`config.mk`:
```
export PLATFORM = sky130hd
export DESIGN_NAME = sfx_audio_arbiter
export DESIGN_NICKNAME = d
export VERILOG_FILES = /design/src/rtl/sfx_audio_arbiter.sv
export SDC_FILE = /design/constraint.sdc
export NUM_CORES = 1
export LEC_CHECK = 0
export CAP_MARGIN = 0
export CORE_ASPECT_RATIO = 1.25
export CORE_MARGIN = 5
export CORE_UTILIZATION = 42
export DETAILED_ROUTE_END_ITERATION = 10
export PLACE_DENSITY_LB_ADDON = 0.25
export SYNTH_ARGS = -nofsm -noshare
export SYNTH_HDL_FRONTEND = slang
export SYNTH_SLANG_ARGS = --single-unit
```
`constraint.sdc`:
```
create_clock -name clk -period 3.1 [get_ports clk]
set_input_delay 0.62 -clock clk [delete_from_list [all_inputs] [get_ports clk]]
set_output_delay 0.62 -clock clk [all_outputs]
set_load 0.01 [all_outputs]
```
`src/rtl/sfx_audio_arbiter.sv`:
```
// sfx_audio_arbiter: shares the note_gen datapath between background music and prioritized one-shot sound effects
module sfx_audio_arbiter #(
    parameter int NUM_SFX  = 4,
    parameter int TICK_DIV = 1000000,
    parameter int LEN_W    = 8,
    localparam int ID_W    = (NUM_SFX > 1) ? $clog2(NUM_SFX) : 1,
    localparam int CNT_W   = (TICK_DIV > 1) ? $clog2(TICK_DIV) : 1
) (
    input  logic                     clk,
    input  logic                     rst,
    input  logic                     music_en,
    input  logic [21:0]              music_div_left,
    input  logic [21:0]              music_div_right,
    input  logic [2:0]               music_volume,
    input  logic [NUM_SFX-1:0]       sfx_req,
    input  logic [22*NUM_SFX-1:0]    sfx_div,
    input  logic [LEN_W*NUM_SFX-1:0] sfx_len,
    input  logic [2:0]               sfx_volume,
    output logic [21:0]              note_div_left,
    output logic [21:0]              note_div_right,
    output logic [2:0]               volume,
    output logic                     sfx_active,
    output logic [ID_W-1:0]          sfx_active_id,
    output logic [NUM_SFX-1:0]       sfx_ack,
    output logic [NUM_SFX-1:0]       sfx_done
);
    typedef enum logic {MUSIC, SFX} state_t;
    state_t             state_q, state_d;
    logic [NUM_SFX-1:0] pending_q, pending_d;
    logic [CNT_W-1:0]   tick_cnt_q, tick_cnt_d;
    logic [LEN_W-1:0]   remaining_q, remaining_d;
    logic [ID_W-1:0]    active_id_q, active_id_d;
    logic [21:0]        div_q, div_d;
    logic [21:0]        left_q, left_d, right_q, right_d;
    logic [2:0]         volume_q, volume_d;
    logic               active_q, active_d;
    logic [NUM_SFX-1:0] ack_q, ack_d, done_q, done_d;
    logic [ID_W-1:0]    win_id;
    logic [LEN_W-1:0]   win_len;
    logic [NUM_SFX-1:0] win_mask;
    logic               any, tick, preempt, grant, finish, sfx_on;
    always_comb begin
        win_id = '0;
        for (int i = NUM_SFX - 1; i >= 0; i--)
            if (pending_q[i]) win_id = ID_W'(i);
        any      = |pending_q;
        win_mask = NUM_SFX'(1) << win_id;
        win_len  = sfx_len[int'(win_id)*LEN_W +: LEN_W];
        tick     = tick_cnt_q == CNT_W'(TICK_DIV - 1);
        preempt  = state_q == SFX && any && win_id < active_id_q;
        grant    = (state_q == MUSIC && any) || preempt;
        // preemption outranks a completion landing on the same edge, so no done pulse then
        finish   = state_q == SFX && !preempt && tick && remaining_q == LEN_W'(1);
        state_d     = grant ? SFX : finish ? MUSIC : state_q;
        active_id_d = grant ? win_id : active_id_q;
        div_d       = grant ? sfx_div[int'(win_id)*22 +: 22] : div_q;
        tick_cnt_d  = (grant || state_q == MUSIC || tick) ? '0 : tick_cnt_q + CNT_W'(1);
        remaining_d = grant ? (win_len == '0 ? LEN_W'(1) : win_len)
                    : (state_q == SFX && tick) ? remaining_q - LEN_W'(1) : remaining_q;
        pending_d   = (pending_q & ~(grant ? win_mask : '0)) | sfx_req;
        ack_d       = grant ? win_mask : '0;
        done_d      = finish ? NUM_SFX'(1) << active_id_q : '0;
        sfx_on      = state_d == SFX;
        left_d      = sfx_on ? div_d : music_en ? music_div_left : 22'd1;
        right_d     = sfx_on ? div_d : music_en ? music_div_right : 22'd1;
        volume_d    = sfx_on ? sfx_volume : music_en ? music_volume : 3'd0;
        active_d    = sfx_on;
    end
    always_ff @(posedge clk) begin
        if (rst) begin
            state_q     <= MUSIC;
            pending_q   <= '0;
            tick_cnt_q  <= '0;
            remaining_q <= '0;
            active_id_q <= '0;
            div_q       <= 22'd1;
            left_q      <= 22'd1;
            right_q     <= 22'd1;
            volume_q    <= 3'd0;
            active_q    <= 1'b0;
            ack_q       <= '0;
            done_q      <= '0;
        end else begin
            state_q     <= state_d;
            pending_q   <= pending_d;
            tick_cnt_q  <= tick_cnt_d;
            remaining_q <= remaining_d;
            active_id_q <= active_id_d;
            div_q       <= div_d;
            left_q      <= left_d;
            right_q     <= right_d;
            volume_q    <= volume_d;
            active_q    <= active_d;
            ack_q       <= ack_d;
            done_q      <= done_d;
        end
    end
    assign note_div_left  = left_q;
    assign note_div_right = right_q;
    assign volume         = volume_q;
    assign sfx_active     = active_q;
    assign sfx_active_id  = active_id_q;
    assign sfx_ack        = ack_q;
    assign sfx_done       = done_q;
endmodule

```
==> qor.txt <==
Vias in the first global route -> 5731
Synth async-reset ratio -> 0%
RR Endpoint -> note_div_right[20]$_SDFF_PP0_
First-pass GRT wire length -> 28.2 mm
GPL Wtd Cong -> 0.915
# hold bufs at CTS -> 0
Wirelength, routed -> 18.1 mm
WHS Path Cells -> 2
Reg-to-Reg Start -> tick_cnt_q[0]$_SDFF_PP0_
Area delta synth->final -> 54.8%
RSZ-0062 raised after global routing -> false
Power Total -> 4.22 mW
Hold Path Class -> reg -> reg
Core ar. -> 12100 um^2
Reg power frac -> 40.6%
Initial antenna violation count -> 0
Setup TNS -> 0 ps
Yosys cell types -> 56
MaxCap Viol Count -> 0
Net Sw Frac -> 28.8%
Post-Synthesis Cell Area -> 5180 um^2
Post-synth EDFFs -> 0
Hpwl dp -> 14.0 mm
Status -> completed
Clock sink count -> 112
Ys flop type -> dfxtp_1
Yosys Warn Count -> 0
DRC Markers -> 0
Num CTS Buffers -> 9
Die area -> 14700 um^2
Clk buf depth -> 2
Fin util -> 66.2%
Detail Route Antenna Nets -> 0
Vias/cell -> 5.40
Crit path arrival time -> 2880 ps
Worst EP required -> 3400 ps
Crit path max fanout -> 39
Most common cell after layout, fill and taps aside -> clkdlybuf4s50_1
Final Slew Violations -> 0
Setup CP Type -> reg -> reg
TritonCTS clock tree -> built
Switching power -> 1.22 mW
CP endpoint kind -> flip-flop
# resized after CTS -> 0
Clk slew on worst S/H paths -> 70 ps
Clk network pwr share -> 29.0%
Fin nets -> 1006
Htree depth -> 3
Reg2reg setup slack -> 520 ps
Cell area after placement -> 7700 um^2
DR iter-0 viols -> 233
Layout cells sized above 1 -> 6.51%
Power per cell area -> 527 nW/um^2
Minimum clock period -> 2580 ps
Worst r2r path cells -> 8
Worst vdd ir -> 0.000302 V
Post-CTS setup buffers -> 0
Crit share post-route -> 83.3%
Clk_lat worst skew -> 350 ps
HP Start -> div_q[0]$_SDFF_PP1_
Vias -> 5370
Clock skew -> 8.96 ps
Drt pass-1 iters -> 4
Cell area after layout -> 8010 um^2
Die W -> 109 um
Site Rows -> 45
I/O pins -> 235
Global-route usage over all layers -> 24.5%
Root Buffer -> clkbuf_16
Die height -> 134 um
Logic gate share of total power -> 30.4%
Initial core utilization -> 42.8%
Global route overflow -> 0
Post-synthesis sequential area ratio -> 43.3%
# diodes -> 0
Syn nets -> 784
WL/cell -> 18.2 um
Min-Delay Endpoint -> div_q[0]$_SDFF_PP1_
P_int -> 3.01 mW
Worst Tran Pin Value -> 998 ps
Largest net degree at the start of global routing -> 53
Synthesized flop and latch total -> 112
Worst setup SP type -> flip-flop
Leakage -> 3.26 nW
IO Port Bufs -> 234
Final hold vios -> 0
Most frequent cells in the layout -> clkdlybuf4s50_1 (233), dfxtp_1 (111), nor2_1 (83)
Avg Inst Size Synth -> 8.58 um^2
Relative slew slack -> 33.1%
Fmax -> 387 MHz
Post-synthesis instance total -> 603
Setup Viol. Count Final -> 0
power by group through the flow:
stage,Combinational (mW),Clock [mW],Sequential (mW)
finish,1.28,1.22,1.72
global route,1.39,1.30,1.73
CTS,1.29,1.24,1.72
detailed placement,1.28,0,1.75
global placement,1.26,0,1.74
floorplan,0.586,0,1.78
registers in the layout, summed over array words and instances (netlist names):
signal          flops
volume              3
sfx_ack             4
sfx_done            4
sfx_active_id       2
div_q              22
note_div_right     22
pending_q           4
sfx_active          1
note_div_left      22
tick_cnt_q         20
remaining_q         8
how the worst max path moves through the flow:
stage                              from                             to  slack [ps]
4_1_cts        tick_cnt_q[0]$_SDFF_PP0_   note_div_left[11]$_SDFF_PP0_         510
3_3_place_gp    pending_q[3]$_SDFF_PP0_   note_div_left[10]$_SDFF_PP0_         610
3_5_place_dp   tick_cnt_q[0]$_SDFF_PP0_   note_div_left[11]$_SDFF_PP0_         530
6_report       tick_cnt_q[0]$_SDFF_PP0_  note_div_right[20]$_SDFF_PP0_         520
2_1_floorplan   pending_q[2]$_SDFF_PP0_   note_div_left[10]$_SDFF_PP0_         610
5_1_grt        tick_cnt_q[0]$_SDFF_PP0_   note_div_left[11]$_SDFF_PP0_         310
logic make-up (layout without fill, tap and decap cells):
family	after synthesis	in the layout	share of synthesized area, %
and+or+nand+nor	213	213	19.8
AOI/OAI and AO/OA	161	161	20.7
DFF	112	112	43.3
buffers and inverters	56	283	4.66
muxes	33	33	6.45
xor gates and xnor gates	24	24	4.06
adders and majority gates	4	4	0.967
metrics by stage:
step	hold WS (ps)	setup slack [ps]	std cells
final	471	517	994
after CTS	458	507	994
after global routing	482	306	994
after detailed placement	445	525	978
after floorplan	418	606	603
after global placement	429	608	978
per-layer routing:
layer	global-route usage [%]	vias to the layer above	wire length [um]
met4	9.22	0	445
li1	-	2577	-
met1	25.7	2528	6440
met5	0	-	0
met3	8.86	32	1790
met2	44.2	233	9440
worst max-delay path, cell delays in order, from the launching register on:
cell	delay (ps)
dfxtp_1	380
ha_1	220
and4_1	380
nor4b_4	380
nand3_1	150
o21a_2	270
nor3_4	170
buf_4	390
a21o_1	180
layout make-up:
class	instances	area, um^2
Clock buffer	12	267
Clock inverter	4	51.3
Fill cell	997	4090
Inverter	16	60.1
Multi-Input combinational cell	435	2720
Sequential cell	112	2240
Tap cell	164	205
Timing Repair Buffer	251	2460
Yosys cell counts, drive strengths merged, types with 7 or more instances:
cell / n / share of area, %
mux2i: 30 / 5.8
xnor2: 12 / 2.0
o21ai: 35 / 3.4
clkbuf: 27 / 2.0
a21oi: 25 / 2.4
o211ai: 18 / 2.6
dfxtp: 112 / 43
nor2: 84 / 6.2
nor4: 9 / 1.2
nor3: 11 / 1.4
buf: 13 / 1.5
nand2: 51 / 3.7
and3: 7 / 0.85
a21o: 38 / 5.5
nand3: 21 / 2.0
inv: 16 / 1.2
xor2: 12 / 2.0
a22oi: 22 / 3.2
Power figures use the tool's default switching activity.
